--- config.mk ---
export PLATFORM = sky130hd
export DESIGN_NAME = i2c_target
export DESIGN_NICKNAME = d
export VERILOG_FILES = /design/src/rtl/i2c_pkg.sv /design/src/rtl/i2c_target_fifo.sv /design/src/rtl/i2c_target.sv
export SDC_FILE = /design/constraint.sdc
export NUM_CORES = 1
export LEC_CHECK = 0
export CORE_MARGIN = 3
export CORE_UTILIZATION = 50
export DETAILED_ROUTE_END_ITERATION = 8
export PLACE_DENSITY = 0.7
export SLEW_MARGIN = 20
export SYNTH_ARGS = -nofsm -noshare
export SYNTH_HDL_FRONTEND = slang
export SYNTH_HIERARCHICAL = 1
export SYNTH_SLANG_ARGS = --single-unit
--- constraint.sdc ---
create_clock -name clk -period 4.1 [get_ports clk]
set_input_delay 0.41 -clock clk [delete_from_list [all_inputs] [get_ports clk]]
set_output_delay 0.41 -clock clk [all_outputs]
set_load 0.05 [all_outputs]
--- src/rtl/i2c_pkg.sv ---
// Shared types for the I2C target: transfer direction, controller state, SCL-stretch phase.
package i2c_pkg;

    typedef enum logic {
        WRITE = 1'b0,
        READ  = 1'b1
    } i2c_op_t;

    typedef enum logic [2:0] {
        IDLE,
        ADDR,
        ADDR_ACK,
        WR_DATA,
        WR_ACK,
        RD_DATA,
        RD_ACK,
        IGNORE
    } i2c_state_t;

    typedef enum logic [1:0] {
        STR_NONE,
        STR_WAIT,
        STR_HOLD1,
        STR_HOLD2
    } stretch_t;

endpackage

--- src/rtl/i2c_target_fifo.sv ---
// Synchronous FIFO with count-derived flags; push ignored when full, pop ignored when empty.
module i2c_target_fifo #(
    parameter int WIDTH = 8,
    parameter int DEPTH = 16
) (
    input  logic             clk,
    input  logic             rst,
    input  logic             push,
    input  logic [WIDTH-1:0] push_data,
    input  logic             pop,
    output logic [WIDTH-1:0] pop_data,
    output logic             full,
    output logic             empty
);

    localparam int PW = (DEPTH > 1) ? $clog2(DEPTH) : 1;

    logic [WIDTH-1:0] mem [DEPTH];
    logic [PW-1:0]    wptr;
    logic [PW-1:0]    rptr;
    logic [PW:0]      count;
    logic             do_push;
    logic             do_pop;

    assign do_push  = push && !full;
    assign do_pop   = pop && !empty;
    assign full     = (count == (PW+1)'(DEPTH));
    assign empty    = (count == '0);
    assign pop_data = mem[rptr];

    // Pointers wrap naturally because DEPTH is a power of two.
    always_ff @(posedge clk or posedge rst) begin
        if (rst) begin
            wptr  <= '0;
            rptr  <= '0;
            count <= '0;
        end else begin
            if (do_push) wptr <= wptr + 1'b1;
            if (do_pop)  rptr <= rptr + 1'b1;
            count <= count + {{PW{1'b0}}, do_push} - {{PW{1'b0}}, do_pop};
        end
    end

    always_ff @(posedge clk) begin
        if (do_push) mem[wptr] <= push_data;
    end

endmodule

--- src/rtl/i2c_target.sv ---
// I2C target: synchronised bus sampling, address match, write/read byte FIFOs, optional SCL stretching.
module i2c_target
    import i2c_pkg::*;
#(
    parameter int I2C_ADDR_WIDTH = 7,
    parameter int I2C_DATA_WIDTH = 8,
    parameter int WR_DEPTH       = 16,
    parameter int RD_DEPTH       = 16,
    parameter int STRETCH_EN     = 1
) (
    input  logic                      clk,
    input  logic                      rst,
    input  logic                      scl_i,
    input  logic                      sda_i,
    output logic                      scl_o,
    output logic                      sda_o,
    input  logic [I2C_ADDR_WIDTH-1:0] own_addr,
    output logic [I2C_DATA_WIDTH-1:0] wr_data,
    output logic                      wr_valid,
    input  logic                      wr_pop,
    input  logic [I2C_DATA_WIDTH-1:0] rd_data,
    input  logic                      rd_push,
    output logic                      rd_full,
    output logic                      op,
    output logic                      busy,
    output logic                      start_det,
    output logic                      stop_det,
    output logic                      err
);

    localparam int AW  = I2C_ADDR_WIDTH;
    localparam int DW  = I2C_DATA_WIDTH;
    localparam int SHW = (AW + 1 > DW) ? AW + 1 : DW;
    localparam int CW  = $clog2(SHW + 1);

    logic [1:0] scl_sync, sda_sync;
    logic       scl_prev, sda_prev;
    logic       scl_q, sda_q;
    logic       scl_rise, scl_fall, start_cond, stop_cond;

    i2c_state_t     state, state_n;
    logic [CW-1:0]  bit_cnt, bit_cnt_n;
    logic [SHW-1:0] shreg, shreg_n;
    i2c_op_t        op_r, op_n;
    stretch_t       stretch, stretch_n;
    logic           sda_r, sda_n, scl_r, scl_n;
    logic           ack_seen, ack_seen_n;
    logic           busy_r, start_r, stop_r, err_r, err_n;
    logic           load_req;

    logic          wr_push, wr_full, wr_empty;
    logic [DW-1:0] wr_byte;
    logic          rd_pop, rd_empty;
    logic [DW-1:0] rd_head;

    always_ff @(posedge clk or posedge rst) begin
        if (rst) begin
            scl_sync <= 2'b11;
            sda_sync <= 2'b11;
            scl_prev <= 1'b1;
            sda_prev <= 1'b1;
        end else begin
            scl_sync <= {scl_sync[0], scl_i};
            sda_sync <= {sda_sync[0], sda_i};
            scl_prev <= scl_sync[1];
            sda_prev <= sda_sync[1];
        end
    end

    assign scl_q      = scl_sync[1];
    assign sda_q      = sda_sync[1];
    assign scl_rise   = scl_q && !scl_prev;
    assign scl_fall   = !scl_q && scl_prev;
    assign start_cond = scl_q && scl_prev && sda_prev && !sda_q;
    assign stop_cond  = scl_q && scl_prev && !sda_prev && sda_q;
    assign wr_byte    = {shreg[DW-2:0], sda_q};

    i2c_target_fifo #(.WIDTH(DW), .DEPTH(WR_DEPTH)) u_wr_fifo (
        .clk       (clk),
        .rst       (rst),
        .push      (wr_push),
        .push_data (wr_byte),
        .pop       (wr_pop),
        .pop_data  (wr_data),
        .full      (wr_full),
        .empty     (wr_empty)
    );

    i2c_target_fifo #(.WIDTH(DW), .DEPTH(RD_DEPTH)) u_rd_fifo (
        .clk       (clk),
        .rst       (rst),
        .push      (rd_push),
        .push_data (rd_data),
        .pop       (rd_pop),
        .pop_data  (rd_head),
        .full      (rd_full),
        .empty     (rd_empty)
    );

    always_comb begin
        state_n    = state;
        bit_cnt_n  = bit_cnt;
        shreg_n    = shreg;
        op_n       = op_r;
        sda_n      = sda_r;
        scl_n      = scl_r;
        stretch_n  = stretch;
        ack_seen_n = ack_seen;
        err_n      = 1'b0;
        wr_push    = 1'b0;
        rd_pop     = 1'b0;
        load_req   = 1'b0;
        if (stop_cond) begin
            state_n   = IDLE;
            sda_n     = 1'b1;
            scl_n     = 1'b1;
            stretch_n = STR_NONE;
        end else if (start_cond) begin
            state_n   = ADDR;
            bit_cnt_n = '0;
            sda_n     = 1'b1;
            scl_n     = 1'b1;
            stretch_n = STR_NONE;
        end else begin
            case (state)
                ADDR: if (scl_rise) begin
                    shreg_n   = {shreg[SHW-2:0], sda_q};
                    bit_cnt_n = bit_cnt + 1'b1;
                    if (bit_cnt == CW'(AW)) begin
                        if (shreg[AW-1:0] == own_addr) begin
                            state_n = ADDR_ACK;
                            op_n    = sda_q ? READ : WRITE;
                        end else begin
                            state_n = IGNORE;
                        end
                    end
                end
                // sda_r doubles as the phase flag: 1 = waiting for the fall that starts ACK.
                ADDR_ACK, WR_ACK: if (scl_fall) begin
                    if (sda_r) begin
                        sda_n = 1'b0;
                    end else begin
                        sda_n     = 1'b1;
                        bit_cnt_n = '0;
                        if (state == ADDR_ACK && op_r == READ) load_req = 1'b1;
                        else                                   state_n  = WR_DATA;
                    end
                end
                WR_DATA: if (scl_rise) begin
                    shreg_n   = {shreg[SHW-2:0], sda_q};
                    bit_cnt_n = bit_cnt + 1'b1;
                    if (bit_cnt == CW'(DW - 1)) begin
                        if (!wr_full) begin
                            wr_push = 1'b1;
                            state_n = WR_ACK;
                        end else begin
                            err_n   = 1'b1;
                            state_n = IGNORE;
                        end
                    end
                end
                RD_DATA: begin
                    if (stretch == STR_WAIT) begin
                        if (!rd_empty) begin
                            rd_pop              = 1'b1;
                            shreg_n             = '0;
                            shreg_n[DW-1:0]     = rd_head;
                            sda_n               = rd_head[DW-1];
                            stretch_n           = STR_HOLD1;
                        end
                    end else if (stretch == STR_HOLD1) begin
                        stretch_n = STR_HOLD2;
                    end else if (stretch == STR_HOLD2) begin
                        stretch_n = STR_NONE;
                        scl_n     = 1'b1;
                    end else if (scl_fall) begin
                        if (bit_cnt == CW'(DW - 1)) begin
                            sda_n      = 1'b1;
                            ack_seen_n = 1'b0;
                            state_n    = RD_ACK;
                        end else begin
                            bit_cnt_n = bit_cnt + 1'b1;
                            shreg_n   = shreg << 1;
                            sda_n     = shreg[DW-2];
                        end
                    end
                end
                RD_ACK: begin
                    if (scl_rise) begin
                        if (sda_q) state_n    = IGNORE;
                        else       ack_seen_n = 1'b1;
                    end else if (scl_fall && ack_seen) begin
                        load_req   = 1'b1;
                        ack_seen_n = 1'b0;
                    end
                end
                default: ;
            endcase
            // Start of a read byte: pop now, or stretch / pad with ones when nothing is queued.
            if (load_req) begin
                state_n   = RD_DATA;
                bit_cnt_n = '0;
                if (!rd_empty) begin
                    rd_pop          = 1'b1;
                    shreg_n         = '0;
                    shreg_n[DW-1:0] = rd_head;
                    sda_n           = rd_head[DW-1];
                end else if (STRETCH_EN != 0) begin
                    scl_n     = 1'b0;
                    sda_n     = 1'b1;
                    stretch_n = STR_WAIT;
                end else begin
                    shreg_n[DW-1:0] = '1;
                    sda_n           = 1'b1;
                    err_n           = 1'b1;
                end
            end
        end
    end

    always_ff @(posedge clk or posedge rst) begin
        if (rst) begin
            state    <= IDLE;
            bit_cnt  <= '0;
            op_r     <= WRITE;
            sda_r    <= 1'b1;
            scl_r    <= 1'b1;
            stretch  <= STR_NONE;
            ack_seen <= 1'b0;
            busy_r   <= 1'b0;
            start_r  <= 1'b0;
            stop_r   <= 1'b0;
            err_r    <= 1'b0;
        end else begin
            state    <= state_n;
            bit_cnt  <= bit_cnt_n;
            op_r     <= op_n;
            sda_r    <= sda_n;
            scl_r    <= scl_n;
            stretch  <= stretch_n;
            ack_seen <= ack_seen_n;
            start_r  <= start_cond;
            stop_r   <= stop_cond;
            err_r    <= err_n;
            if (start_r)     busy_r <= 1'b1;
            else if (stop_r) busy_r <= 1'b0;
        end
    end

    always_ff @(posedge clk) begin
        shreg <= shreg_n;
    end

    assign sda_o     = sda_r;
    assign scl_o     = scl_r;
    assign op        = op_r;
    assign busy      = busy_r;
    assign start_det = start_r;
    assign stop_det  = stop_r;
    assign err       = err_r;
    assign wr_valid  = !wr_empty;

endmodule
Word level (Yosys, flattened, before mapping)
Memory sizes are Yosys's and may differ from the RTL's.
Cells that the tools add are included.
{ "totals": {"regBits": 57, "latchBits": 0, "ram_bits": 256, "romBits": 0, "inputBits": 21, "output_inout_bits": 17, "elab_cells": 231, "memories": 2} }
{ "op_classes": {"add_sub_neg": 9, "multipliers": 0, "n_div": 0, "magnitude_cmp": 0, "n_eq_ne": 46, "n_shift": 0, "mux": 114, "n_bitwise": 2, "n_reduce_logical": 36} }
{ "mem_list": {"columns": ["memory", "words", "width", "rd", "rd_clocked_by_memory_dff", "wr", "line", "text"], "rows": [
  ["u_rd_fifo.mem", 16, 8, 1, 0, 1, "i2c_target_fifo.sv:18", "logic [WIDTH-1:0] mem [DEPTH];"],
  ["u_wr_fifo.mem", 16, 8, 1, 0, 1, "i2c_target_fifo.sv:18", null]
]} }
{ "ops": {"columns": ["cell", "n"], "rows": [
  ["two-way mux 8 bit", 9],
  ["inequality test 5 bit (second input constant)", 14],
  ["two-way mux 1 bit", 61],
  ["two-way mux 3 bit", 18],
  ["two-way mux 4 bit", 10],
  ["inequality test 4 bit (second input constant)", 7],
  ["inequality test 6 bit (second input constant)", 4],
  ["adder 4 x 1 -> 4 bit (second input constant)", 5],
  ["two-way mux 2 bit", 10],
  ["AND reduction 10 bit", 2],
  ["case mux 8 bit (2 select lines)", 1],
  ["case mux 3 bit (5 select lines)", 1],
  ["AND reduction 15 bit", 1],
  ["logical AND 1 bit", 13],
  ["case mux 4 bit (3 select lines)", 1],
  ["AND reduction 6 bit", 2],
  ["adder 5 x 1 -> 5 bit", 2],
  ["== test 5 bit (second input constant)", 2],
  ["zero test 5 bit", 2],
  ["inequality test 2 bit (second input constant)", 5],
  ["nonzero test 5 bit", 2],
  ["subtractor 5 x 1 -> 5 bit", 2],
  ["== test 3 bit (second input constant)", 3],
  ["zero test 1 bit", 8],
  ["other kinds (14)", 22]
]} }

Longest topological paths before layout
Gate-level depths: netlist of run 1.
{ "logic_depth": {"depth_word": 13, "depth_mapped": 17, "ltp_nobuf": 16} }

Cells and area by module
The synthesis of run 1 kept the hierarchy.
{ "by_module_without_submodules": {"columns": ["module", "instances", "cells_each", "area_each_um2", "seq_area_each_um2"], "rows": [
  ["i2c_target_fifo", 2, 322, 5874.4, 4169.0],
  ["i2c_target", 1, 228, 2125.8, 795.8]
]} }

Worst setup path after synthesis of run 1
Ideal clock, no wire load.
{ "synth_timing": {"path_kind": "reg2reg", "start": "register op_r, in the netlist op", "end": "register u_rd_fifo.count[4]", "setup_time_ns": 0.080, "t_arrival_ns": 3.170, "t_required_ns": 4.020, "setup_slack_ns": 0.850, "stages_incl_launch_ff": 17, "n_path_buf": 2, "period_less_slack_ns": 3.250, "cell_sequence": "dfrtp_1 -> nor3b_2 -> o2111ai_1 -> buf_2 -> a21oi_1 -> and2_1 -> nor2b_1 -> clkbuf_1 -> ha_1 -> inv_1 -> ha_1 -> inv_1 -> fa_1 -> inv_1 -> a21oi_1 -> o21bai_1 -> xnor2_1"} }
{ "synth_via": {"elab_chain_len": 12} }
{ "synth_lines": {"columns": ["item", "line", "text"], "rows": [
  ["start: declaration", "i2c_target.sv:44", "i2c_op_t op_r, op_n;"],
  ["start signal: assignment", "i2c_target.sv:237", "op_r <= op_n;"],
  ["logical AND 1 bit", "i2c_target.sv:145", "if (state == ADDR_ACK && op_r == READ) load_req = 1'b1;"],
  ["two-way mux 1 bit", "i2c_target.sv:145", null],
  ["two-way mux 1 bit", "i2c_target.sv:140", "if (sda_r) begin"],
  ["two-way mux 1 bit", "i2c_target.sv:139", "ADDR_ACK, WR_ACK: if (scl_fall) begin"],
  ["case mux 1 bit (2 select lines)", "i2c_target.sv:125", "case (state)"],
  ["two-way mux 1 bit", "i2c_target.sv:118", "end else if (start_cond) begin"],
  ["two-way mux 1 bit", "i2c_target.sv:113", "if (stop_cond) begin"],
  ["two-way mux 1 bit", "i2c_target.sv:200", "if (load_req) begin"],
  ["two-way mux 1 bit", "i2c_target.sv:118", null],
  ["two-way mux 1 bit", "i2c_target.sv:113", null],
  ["net rd_pop", "i2c_target.sv:53", "logic rd_pop, rd_empty;"],
  ["logical AND 1 bit", "i2c_target_fifo.sv:26", "assign do_pop = pop && !empty;"],
  ["net u_rd_fifo.do_pop", "i2c_target_fifo.sv:23", "logic do_pop;"],
  ["subtractor 5 x 1 -> 5 bit", "i2c_target_fifo.sv:40", "count <= count + {{PW{1'b0}}, do_push} - {{PW{1'b0}}, do_pop};"],
  ["end signal: assignment", "i2c_target_fifo.sv:40", null],
  ["end: declaration", "i2c_target_fifo.sv:21", "logic [PW:0] count;"]
]} }
The timed path passes the listed nets, and every way through them passes these cells. The select of a mux whose other input is x is not followed.
A chain may end at the register's enable or synchronous reset.

Worst setup path in the final report of run 1
{ "layout_timing": {"start": "register u_wr_fifo.rptr[2]", "end": "output wr_data[7]"} }
{ "layout_via": {"elab_chain_len": 1} }
{ "layout_lines": {"columns": ["item", "line", "text"], "rows": [
  ["start: declaration", "i2c_target_fifo.sv:20", "logic [PW-1:0] rptr;"],
  ["start signal: assignment", "i2c_target_fifo.sv:39", "if (do_pop) rptr <= rptr + 1'b1;"],
  ["memory (16 x 8 bit)", null, null],
  ["end: declaration", "i2c_target.sv:18", "output logic [I2C_DATA_WIDTH-1:0] wr_data,"]
]} }
No other way between the ends.

==> metrics.log, run 1 <==
[metrics] global-route wire length before repair: 43,980 um
[metrics] number of placed instances with taps included: about 1,300
[metrics] vias in the first global route: 7,594
[metrics] total nets after synthesis: between 900 and 1,000
[metrics] M2 GR Usage: 0.3102
[metrics] RD Place Congestion: 0.8049
[metrics] Critical path buffers and inverters: 2
[metrics] detailed-routing iteration count for the pre-antenna-repair pass: 5
[metrics] slowest cell on the critical path: sky130_fd_sc_hd__nor2b_1
[metrics] x dimension of the die: 172.6 um
[metrics] final wirelength: 27,780 um
[metrics] fraction of final layout cells with drive strength greater than 1: 0.1709
[metrics] post-DR vias/cell: 5.767
[metrics] Inserted Diodes: 0
[metrics] pin count of the biggest net entering global routing: 28
[metrics] sequential area share after synthesis: 0.6583
[metrics] Final HPWL DP: roughly 18,000 um
[metrics] maximum clock path buffer count: 3
[metrics] Area growth, synth to finish: 12.89%
[metrics] FP Rows: 60
[metrics] area after detailed placement: 14,530 um2
[metrics] Setup Total Neg Slack: 0 ps
[metrics] initial antenna violation count: 0
[metrics] asr flop ratio synth: 0.1571
[metrics] cell count after synthesis: 872
[metrics] Die Area: slightly below 30,000 um2
[metrics] number of clock sinks: 312
[metrics] ANT nets after route: 0
[metrics] count of hold buffers inserted by post-cts repair: 0
[metrics] Net count, final: 972
[metrics] final-layout fill cell count: 2,086
[metrics] via count: 7,613
[metrics] number of standard cells in the layout, taps in and fillers out: ~1,300
[metrics] CP Max Fanout: 11
[metrics] Worst setup EP type: primary output
[metrics] DRC marker count from the first detailed-route iteration: 604
[metrics] startpoint kind of the worst setup timing path: register
[metrics] family with the most delay on the worst path: buffers and inverters
[metrics] Max Fclk: 0.2634 GHz
[metrics] leakage: 5.531 nW
[metrics] clock latency reported for the late side of the worst-skew pair: 510 ps
[metrics] Critical Path AT: 3390 ps
[metrics] detailed-route wire length per cell: 21.05 um
[metrics] clock tree skew after final layout: ~29 ps
[metrics] Critical Path Max Stage Delay: 770 ps
[metrics] HP Class: in -> reg
[metrics] die height: 172.6 um
[metrics] number of buffers added on ports: 37
[metrics] met3 capacity usage during global routing: 0.03008
[metrics] Syn Std Cell Area: 13,870 um2
[metrics] area share of the largest cell type after synthesis: 0.5692
[metrics] TritonCTS buffer count: 34
[metrics] initial cell density of the core: 0.5120
[metrics] max cap viols: 0
[metrics] post-route cell area: 15,660 um2
[metrics] peak ir drop on the vdd network: 0.0004725 V
[metrics] aggregate global-route resource usage: 0.1870
[metrics] RSZ-0062 raised after global routing: false
[metrics] Synth Register Bits: ~310
[metrics] final hold violation count: 0
[metrics] shortest clock period the worst path allows after layout: ~3800 ps
[metrics] result of the run: finished clean
[metrics] Final Slew Violations: 0
[metrics] worst setup path category: reg -> out
[metrics] cells taking the most area after synthesis: sky130_fd_sc_hd__edfxtp_1, sky130_fd_sc_hd__dfrtp_1, sky130_fd_sc_hd__mux4_2
[metrics] Ys Warns: 6
[metrics] EDFF count, synth: 263
[metrics] Gates resized, CTS repair: 0
[metrics] Clk pin slew, worst setup/hold paths: 60 ps
[metrics] Synth cell types: 76
[metrics] Final Setup Violations: 0
[metrics] fraction of met1 tracks used by global routing: 0.2599
[metrics] dominant cell type by area after synthesis: sky130_fd_sc_hd__edfxtp_1
[metrics] cell breakdown of the critical path: nor2b_1 > buf_4 > a221oi_2 > o21ai_0 > nand2_1 > clkdlybuf4s50_1
[metrics] slew of the pin with the lowest slew margin: 973.3 ps
[metrics] TritonCTS clock tree: done
[metrics] core outline area: 27,100 um2
[metrics] Top FF cell, synth: sky130_fd_sc_hd__edfxtp_1
[metrics] CTS root buf: sky130_fd_sc_hd__clkbuf_16
[metrics] total I/O pin count: 38
[metrics] max_slew headroom: 0.3487
[metrics] gr busiest metal: met2
[metrics] H-Tree Depth: 2
[metrics] number of buffers inserted to repair setup after CTS: 0
[metrics] Mean Syn Cell Area: 15.91 um2
[metrics] overall overflow remaining after global route: 0
[metrics] data required time at the worst endpoint: 3690 ps
[metrics] part of the cycle the worst path needs: 0.9259
[metrics] total DRC errors in the routed layout: 0
[metrics] Pwr Density: ~680 nW/um2
[area by class of cell]
class,count,area [um2],area share
flip-flops and latches,312,9136,0.5833
clock inverters,20,229.0,0.01462
well taps,372,465.4,0.02972
inverters,47,176.4,0.01126
clock buffers,42,902.1,0.05760
repair buffers,62,570.5,0.03643
multi-input cells,465,4183,0.2671
[worst reg2reg max path, stage by stage, from the launching register on]
cell                       delay (ps)
sky130_fd_sc_hd__dfrtp_1          730
sky130_fd_sc_hd__nand2b_1         230
sky130_fd_sc_hd__nor3_1           310
sky130_fd_sc_hd__nand2_1           90
sky130_fd_sc_hd__nor2_1            80
sky130_fd_sc_hd__nor2b_1          420
sky130_fd_sc_hd__inv_2            150
sky130_fd_sc_hd__ha_1             320
sky130_fd_sc_hd__inv_1             60
sky130_fd_sc_hd__ha_1             150
sky130_fd_sc_hd__inv_1             60
sky130_fd_sc_hd__fa_1             430
sky130_fd_sc_hd__inv_1             80
sky130_fd_sc_hd__a21oi_1           60
sky130_fd_sc_hd__o21bai_1         160
sky130_fd_sc_hd__xnor2_1          130
[cell usage after synthesis, drive strengths merged (3+ instances only)]
library cell	n
edfxtp	263
mux2i	67
inv	47
dfrtp	41
nand2	40
buf	36
a221oi	33
mux4	32
nor2	31
o21ai	30
ha	27
a21oi	24
and2	20
a22oi	18
xnor2	15
xor2	14
clkbuf	12
nand2b	9
nor4	9
dfstp	8
nand3	7
nor2b	7
mux2	6
nor3b	6
a21o	5
a222oi	5
nor3	5
a211oi	4
nand4	4
a31oi	3
nor4b	3
[kinds of logic after synthesis]
| group | share of synthesized area |
|---|---|
| adder cells (fa/ha/maj) | 0.02723 |
| XOR/XNOR | 0.01831 |
| flip-flops | 0.6583 |
| AO/OA/AOI/OAI | 0.08486 |
| multiplexers | 0.1054 |
| AND/OR/NAND/NOR | 0.06565 |
| buffers and inverters | 0.04022 |
[through the flow]
stage / worst slack, ps / utilization / hold WS (ps) / total power, W
5_1_grt: 203.9 / 0.5779 / 305.3 / 0.01114
3_5_place_dp: 607.2 / 0.5362 / 350.0 / 0.007642
2_1_floorplan: 850.3 / - / 287.0 / 0.006803
6_report: 303.7 / 0.5779 / 320.6 / 0.01060
3_3_place_gp: 700.6 / 0.5362 / 346.4 / 0.007567
4_1_cts: 316.3 / 0.5779 / 302.7 / 0.01069
[cells in the final DEF, fill, tap and decap left out, types with 27 or more instances in the layout]
cell                              instances
sky130_fd_sc_hd__ha_1                    27
sky130_fd_sc_hd__mux2i_1                 67
sky130_fd_sc_hd__clkbuf_16               35
sky130_fd_sc_hd__nand2_1                 40
sky130_fd_sc_hd__nor2_1                  30
sky130_fd_sc_hd__dfrtp_1                 39
sky130_fd_sc_hd__clkdlybuf4s50_1         37
sky130_fd_sc_hd__mux4_2                  32
sky130_fd_sc_hd__edfxtp_1               263
sky130_fd_sc_hd__inv_1                   45
sky130_fd_sc_hd__o21ai_0                 27
[path summary, 6_finish.rpt]
check | slack (ps) | startpoint | depth (start not counted) | to
max | 300 | u_wr_fifo/rptr[2] | 6 | wr_data[7]
min | 320 | scl_i | 1 | scl_sync[0]
max reg2reg | 590 | state[0] | 15 | u_wr_fifo/count[4]
min reg2reg | 360 | sda_sync[0] | 0 | sda_sync[1]
max in group asynchronous | 3010 | rst | 2 | bit_cnt[3]
min in group asynchronous | 370 | rst | 2 | u_rd_fifo/rptr[3]
[flip-flops by register name, indices dropped and copies added (netlist names), 2 cells and up]
name and cells:
bit_cnt 4, scl_sync 2, sda_sync 2, shreg 7, state 3, stretch 2
u_rd_fifo/count 5, u_rd_fifo/mem 128, u_rd_fifo/rptr 4, u_rd_fifo/wptr 4, u_wr_fifo/count 5, u_wr_fifo/mem 128
u_wr_fifo/rptr 4, u_wr_fifo/wptr 4
[layer usage]
layer	up-vias	part of all wire	wire, um
met5	-	0	0
met1	3882	0.44	12120
met2	214	0.50	13840
met3	38	0.046	1291
li1	3479	-	-
met4	0	0.019	524
[power by group]
group	switching (W)	internal, W
Sequential	0.000532	0.00396
Combinational	0.00177	0.00131
Clock	0.00119	0.00183
Total	0.00349	0.00711
Note: power is estimated with default switching activity, not from simulation.
==> run 2, diff against run 1 <==
- RECOVER_POWER: not set -> 50
==> run 2 against run 1 <==
  * Count of clock-buffer cells in the layout unchanged
  * Worst setup slack improved by 11 ps
  * Sequential share of layout area about the same
  * Sequential power about the same
  * Utilization about the same
  * Combinational power about the same
  * Clock skew decreased by 0.73 ps
  * Global-route usage unchanged
  * Hold slack improved by 40 ps
  * Non-clock buffer count unchanged
  * Critical path type unchanged
  * Critical endpoint unchanged
==> metrics.log, run 2 (synthesis gave the netlist of run 1 again) <==
[metrics] result of the run: finished clean
[metrics] Pwr Density: 676.7 nW/um2 (about the same)
[metrics] most frequent cells in the layout: sky130_fd_sc_hd__edfxtp_1, sky130_fd_sc_hd__mux2i_1, sky130_fd_sc_hd__inv_1, sky130_fd_sc_hd__nand2_1, sky130_fd_sc_hd__dfrtp_1
[metrics] cell breakdown of the critical path: nor2b_1 > buf_4 > a221oi_2 > o21ai_0 > nand2_1 > clkdlybuf4s50_1
[metrics] Net count, final: 972 (unchanged)
[metrics] number of buffers added on ports: 37 (unchanged)
[metrics] TritonCTS clock tree: done
[metrics] Critical Path AT: 3380 ps (about the same)
[metrics] max_slew headroom: 0.3339 (-0.01480)
[metrics] CP Max Fanout: 11 (unchanged)
[metrics] TritonCTS buffer count: 34 (unchanged)
[metrics] slew of the pin with the lowest slew margin: 995.4 ps (+22.12 ps)
[metrics] Worst setup EP type: primary output
[metrics] launch point of the worst hold path: sda_sync[0]
[metrics] final wirelength: 27,720 um (-0.22%)
[metrics] Area growth, synth to finish: 12.81% (about the same)
[metrics] RD Place Congestion: 0.8049 (unchanged)
[metrics] commonest non-fill, non-tap cell in the layout: sky130_fd_sc_hd__edfxtp_1
[metrics] H-Tree Depth: 2 (unchanged)
[metrics] data required time at the worst endpoint: 3690 ps (about the same)
[metrics] DRC marker count from the first detailed-route iteration: 637 (+5.5%)
[metrics] FP Rows: 60 (unchanged)
[metrics] biggest registers after layout: u_rd_fifo/mem: 128 flops, u_wr_fifo/mem: 128 flops, shreg: 7 flops
[metrics] worst reg2reg path startpoint: sda_sync[1]
[metrics] area occupied by multi-input gates: 4177 um2 (-0.15%)
[metrics] Max Fclk: 0.2642 GHz (+0.30%)
[metrics] vias in the first global route: 7,594 (unchanged)
[metrics] Final HPWL DP: 17,880 um (unchanged)
[metrics] part of the cycle the worst path needs: 0.9232 (-0.002753)
[metrics] Hold EP: sda_sync[1]
[metrics] Critical Path Source: u_wr_fifo/rptr[2]
[metrics] overall overflow remaining after global route: 0 (unchanged)
[metrics] number of clock sinks: 312 (unchanged)
[metrics] CTS root buf: sky130_fd_sc_hd__clkbuf_16
[metrics] Critical Path Max Stage Delay: 760 ps (about the same)
[metrics] clock tree skew after final layout: 28.34 ps (-0.7257 ps)
[metrics] Worst Reg-to-Reg Cells: 14 (-1)
[metrics] global-route wire length before repair: 43,980 um (unchanged)
[metrics] max cap viols: 0 (unchanged)
[metrics] ANT nets after route: 0 (unchanged)
[metrics] Clk pin slew, worst setup/hold paths: 60 ps (about the same)
[metrics] detailed-route wire length per cell: 21.00 um (-0.22%)
[metrics] total I/O pin count: 38 (unchanged)
[metrics] final-layout fill cell count: 2,087 (+0.048%)
[metrics] clock latency reported for the late side of the worst-skew pair: 510 ps (about the same)
[metrics] final hold violation count: 0 (unchanged)
[metrics] pin count of the biggest net entering global routing: 28 (unchanged)
[metrics] initial antenna violation count: 0 (unchanged)
[metrics] slowest cell on the critical path: sky130_fd_sc_hd__nor2b_1
[metrics] RSZ-0062 raised after global routing: false
[metrics] number of buffers inserted to repair setup after CTS: 0 (unchanged)
[metrics] R2R Setup Slk: 450 ps (-140 ps)
[metrics] worst r2r dst: u_rd_fifo/count[4]
[metrics] Hold Path Cell Cnt: 0 (-1)
[metrics] via count: 7,601 (-0.16%)
[metrics] Die Area: 29,780 um2 (unchanged)
[metrics] startpoint kind of the worst setup timing path: register
[metrics] post-route cell area: 15,650 um2 (about the same)
[metrics] initial cell density of the core: 0.5120 (unchanged)
[metrics] shortest clock period the worst path allows after layout: 3785 ps (-11.29 ps)
[metrics] die height: 172.6 um (unchanged)
[metrics] leakage: 5.529 nW (about the same)
[metrics] Final Setup Violations: 0 (unchanged)
[metrics] peak ir drop on the vdd network: 0.0004714 V (-0.22%)
[metrics] Setup Total Neg Slack: 0 ps (unchanged)
[metrics] aggregate global-route resource usage: 0.1870 (unchanged)
[metrics] total DRC errors in the routed layout: 0 (unchanged)
[metrics] x dimension of the die: 172.6 um (unchanged)
[metrics] worst setup path category: reg -> out
[metrics] area of all sequential standard cells: 9136 um2 (unchanged)
[metrics] Final Slew Violations: 0 (unchanged)
[metrics] post-DR vias/cell: 5.758 (-0.16%)
[metrics] count of hold buffers inserted by post-cts repair: 0 (unchanged)
[metrics] area after detailed placement: 14,530 um2 (unchanged)
[metrics] core outline area: 27,100 um2 (unchanged)
[metrics] Inserted Diodes: 0 (unchanged)
[metrics] detailed-routing iteration count for the pre-antenna-repair pass: 6 (+1)
[metrics] PnR Total Power: 0.01059 W (about the same)
[metrics] HP Class: reg -> reg
[metrics] fraction of final layout cells with drive strength greater than 1: 0.1667 (-0.004219)
[metrics] maximum clock path buffer count: 3 (unchanged)
[metrics] Gates resized, CTS repair: 0 (unchanged)
run 2: changes by cell type in the layout (fill, tap and decap cells not counted), sizes merged:
cell | previous run | this run
buf | 25 | 24
clkdlybuf4s50 | 37 | 26
clkbuf | 42 | 43
dlygate4sd3 | 0 | 11
run 2: worst max-delay path by stage:
| stage | end | slack (ps) | depth (start not counted) |
|---|---|---|---|
| floorplan | u_rd_fifo/count[4] | 850 | 16 |
| CTS | wr_data[7] | 320 | 6 |
| global placement | u_rd_fifo/count[4] | 700 | 14 |
| finish | wr_data[7] | 310 | 6 |
| global route | wr_data[7] | 200 | 6 |
| detailed placement | u_wr_fifo/count[4] | 610 | 15 |
run 2: where the power goes:
part           switching (W)  internal (W)
logic                0.00177       0.00130
clock network        0.00119       0.00183
registers           0.000528       0.00396
run 2: layout make-up:
cell class	count	area share
flip-flops and latches	312	0.5837
multi-input cells	465	0.2668
clock buffers	42	0.05763
repair buffers	62	0.03621
well taps	372	0.02974
clock inverters	20	0.01463
inverters	47	0.01127
run 2: through the flow:
step                  util  setup WS (ps)  hold WS [ps]  cells
floorplan                -          850.3         287.0    872
detailed placement  0.5362          607.2         350.0   1258
global route        0.5776          203.9         368.1   1320
global placement    0.5362          700.6         346.4   1258
finish              0.5776          315.0         360.6   1320
CTS                 0.5779          316.3         302.7   1320
run 2: worst max-delay path: cells and delay by family, from the launching register on:
family	cells	cell delay [ps]
flops	1	580
compound gates	2	340
simple gates	2	880
buf+inv	2	1060
run 2: layer usage:
metal | vias up | wire length, um | GRT usage
li1 | 3482 | - | -
met1 | 3850 | 12110 | 0.2599
met2 | 220 | 13750 | 0.3102
met3 | 49 | 1230 | 0.03008
met4 | 0 | 634 | 0.05103
met5 | - | 0 | 0
==> run 3, diff against run 2 <==
- CORE_UTILIZATION: 50 -> 60
- PLACE_DENSITY: 0.7 -> 0.81
==> run 3 against run 2 <==
  * Hold slack is essentially flat
  * Worst setup slack gained 110 ps
  * Routed wire length shrank 1.1%
  * Clock skew shrank 15 ps
  * Combinational power is essentially flat
  * Global-route usage grew 3.7 points
  * Largest power group unchanged
  * Highest routed layer unchanged
==> metrics.log, run 3 (synthesis gave the netlist of run 1 again) <==
[metrics] final wirelength: 27,420 um (-1.1%)
[metrics] post-route cell area: 15,420 um2 (-1.5%)
[metrics] TritonCTS buffer count: 31 (-8.8%)
[metrics] number of buffers inserted to repair setup after CTS: 0 (unchanged)
[metrics] biggest registers after layout: u_rd_fifo/mem: 128 flops, u_wr_fifo/mem: 128 flops, shreg: 7 flops
[metrics] peak ir drop on the vdd network: 0.0005355 V (+14%)
[metrics] fraction of final layout cells with drive strength greater than 1: 0.1670 (+0.0003546)
[metrics] Clk pin slew, worst setup/hold paths: 60 ps (about the same)
[metrics] Final Slew Violations: 0 (unchanged)
[metrics] RSZ-0062 raised after global routing: false
[metrics] FP Rows: 55 (-8.3%)
[metrics] via count: 7,708 (+1.4%)
[metrics] pin count of the biggest net entering global routing: 28 (unchanged)
[metrics] CP Max Fanout: 18 (+7)
[metrics] Critical Path Max Stage Delay: 720 ps (-40 ps)
[metrics] leakage: 5.475 nW (-0.97%)
[metrics] slew of the pin with the lowest slew margin: 1021 ps (+25.24 ps)
[metrics] max cap viols: 0 (unchanged)
[metrics] Inserted Diodes: 0 (unchanged)
[metrics] launch point of the worst hold path: scl_sync[0]
[metrics] global-route wire length before repair: 43,010 um (-2.2%)
[metrics] Max Fclk: 0.2719 GHz (+2.9%)
[metrics] CTS root buf: sky130_fd_sc_hd__clkbuf_16
[metrics] Hold Path Cell Cnt: 0 (unchanged)
[metrics] Worst Reg-to-Reg Cells: 15 (+1)
[metrics] cell breakdown of the critical path: buf_4 > mux4_2 > a22oi_1 > nand2_1 > clkdlybuf4s50_1
[metrics] detailed-route wire length per cell: 22.39 um (+6.6%)
[metrics] Final HPWL DP: 17,640 um (-1.4%)
[metrics] startpoint kind of the worst setup timing path: register
[metrics] R2R Setup Slk: 520 ps (+70 ps)
[metrics] commonest non-fill, non-tap cell in the layout: sky130_fd_sc_hd__edfxtp_1
[metrics] DRC marker count from the first detailed-route iteration: 737 (+16%)
[metrics] Final Setup Violations: 0 (unchanged)
[metrics] final-layout fill cell count: 1,479 (-29%)
[metrics] RD Place Congestion: 0.8896 (+11%)
[metrics] total I/O pin count: 38 (unchanged)
[metrics] part of the cycle the worst path needs: 0.8970 (-0.02619)
[metrics] instance count on the critical path: 5 (-1)
[metrics] initial cell density of the core: 0.6110 (+0.09901)
[metrics] max_slew headroom: 0.3170 (-0.01689)
[metrics] overall overflow remaining after global route: 0 (unchanged)
[metrics] Net count, final: 966 (-0.62%)
[metrics] post-DR vias/cell: 6.292 (+9.3%)
[metrics] clock latency reported for the late side of the worst-skew pair: 540 ps (+30 ps)
[metrics] HP Class: reg -> reg
[metrics] ANT nets after route: 0 (unchanged)
[metrics] die height: 158.1 um (-8.4%)
[metrics] shortest clock period the worst path allows after layout: 3678 ps (-107.4 ps)
[metrics] Worst setup EP type: primary output
[metrics] Critical Path Source: u_wr_fifo/rptr[0]
[metrics] x dimension of the die: 158.1 um (-8.4%)
[metrics] area after detailed placement: 14,400 um2 (-0.90%)
[metrics] number of buffers added on ports: 37 (unchanged)
[metrics] total DRC errors in the routed layout: 0 (unchanged)
[metrics] data required time at the worst endpoint: 3690 ps (about the same)
[metrics] aggregate global-route resource usage: 0.2242 (+0.03726)
[metrics] TritonCTS clock tree: done
[metrics] vias in the first global route: 7,718 (+1.6%)
[metrics] Critical path buffers and inverters: 2 (unchanged)
[metrics] slowest cell on the critical path: sky130_fd_sc_hd__dfrtp_2
[metrics] clock tree skew after final layout: 13.43 ps (-14.92 ps)
[metrics] family with the most delay on the worst path: buffers and inverters
[metrics] detailed-routing iteration count for the pre-antenna-repair pass: 5 (-1)
[metrics] result of the run: finished clean
[metrics] number of clock sinks: 312 (unchanged)
[metrics] final hold violation count: 0 (unchanged)
[metrics] H-Tree Depth: 1 (-1)
[metrics] initial antenna violation count: 0 (unchanged)
[metrics] Setup Total Neg Slack: 0 ps (unchanged)
[metrics] Pwr Density: 673.3 nW/um2 (-0.50%)
[metrics] most frequent cells in the layout: sky130_fd_sc_hd__edfxtp_1, sky130_fd_sc_hd__mux2i_1, sky130_fd_sc_hd__inv_1, sky130_fd_sc_hd__nand2_1, sky130_fd_sc_hd__dfrtp_1
[metrics] worst reg2reg path startpoint: state[0]
[metrics] worst setup path category: reg -> out
[metrics] Die Area: 24,980 um2 (-16%)
[metrics] Critical Path AT: 3270 ps (-110 ps)
[metrics] maximum clock path buffer count: 3 (unchanged)
[metrics] core outline area: 22,710 um2 (-16%)
[metrics] Area growth, synth to finish: 11.13%
[metrics] Gates resized, CTS repair: 0 (unchanged)
[metrics] count of hold buffers inserted by post-cts repair: 0 (unchanged)
-- run 3: changes by cell type in the layout (fill, tap and decap cells not counted), moves of 2 or more --
cell,change
sky130_fd_sc_hd__clkinv_1,-2
sky130_fd_sc_hd__clkinv_4,+3
sky130_fd_sc_hd__clkbuf_16,-4
sky130_fd_sc_hd__clkinv_8,-2
sky130_fd_sc_hd__clkbuf_8,+4
sky130_fd_sc_hd__clkbuf_1,-4
sky130_fd_sc_hd__buf_4,-2
-- run 3: through the flow --
step           hold slack (ps)  power, W  setup slack, ps  cells  utilization
5_1_grt                  365.6   0.01083            161.2   1225       0.6790
6_report                 360.6   0.01038            422.4   1225       0.6790
4_1_cts                  250.2   0.01042            392.7   1225       0.6792
2_1_floorplan            287.0  0.006803            850.3    872            -
3_5_place_dp             347.8  0.007613            529.9   1168       0.6341
3_3_place_gp             345.8  0.007521            694.8   1168       0.6341
-- run 3: final timing paths --
check,end
max,wr_data[2]
min reg2reg,scl_sync[1]
min in group asynchronous,u_wr_fifo/count[2]
min,scl_sync[1]
max reg2reg,u_wr_fifo/count[4]
max in group asynchronous,stretch[1]
-- run 3: layer usage --
metal | up-vias | routed length [um] | GRT usage
met1 | 3849 | 11050 | 0.3118
met4 | 0 | 1090 | 0.09013
li1 | 3462 | - | -
met3 | 76 | 1905 | 0.02898
met2 | 321 | 13380 | 0.3654
met5 | - | 0 | 0
-- run 3: layout make-up --
class	instances	area (um2)	area share
timing repair buffer	59	548.0	0.03554
multi-input combinational	465	4177	0.2709
clock inverter	18	178.9	0.01160
tap	285	356.6	0.02313
clock buffer	39	845.8	0.05486
sequential	312	9136	0.5926
inverter	47	176.4	0.01144
-- run 3: power breakdown --
part / leakage [nW] / internal [W] / switching [W]
clock network: 0.505 / 0.00165 / 0.00114
registers: 2.99 / 0.00396 / 0.000542
logic: 1.98 / 0.00131 / 0.00178
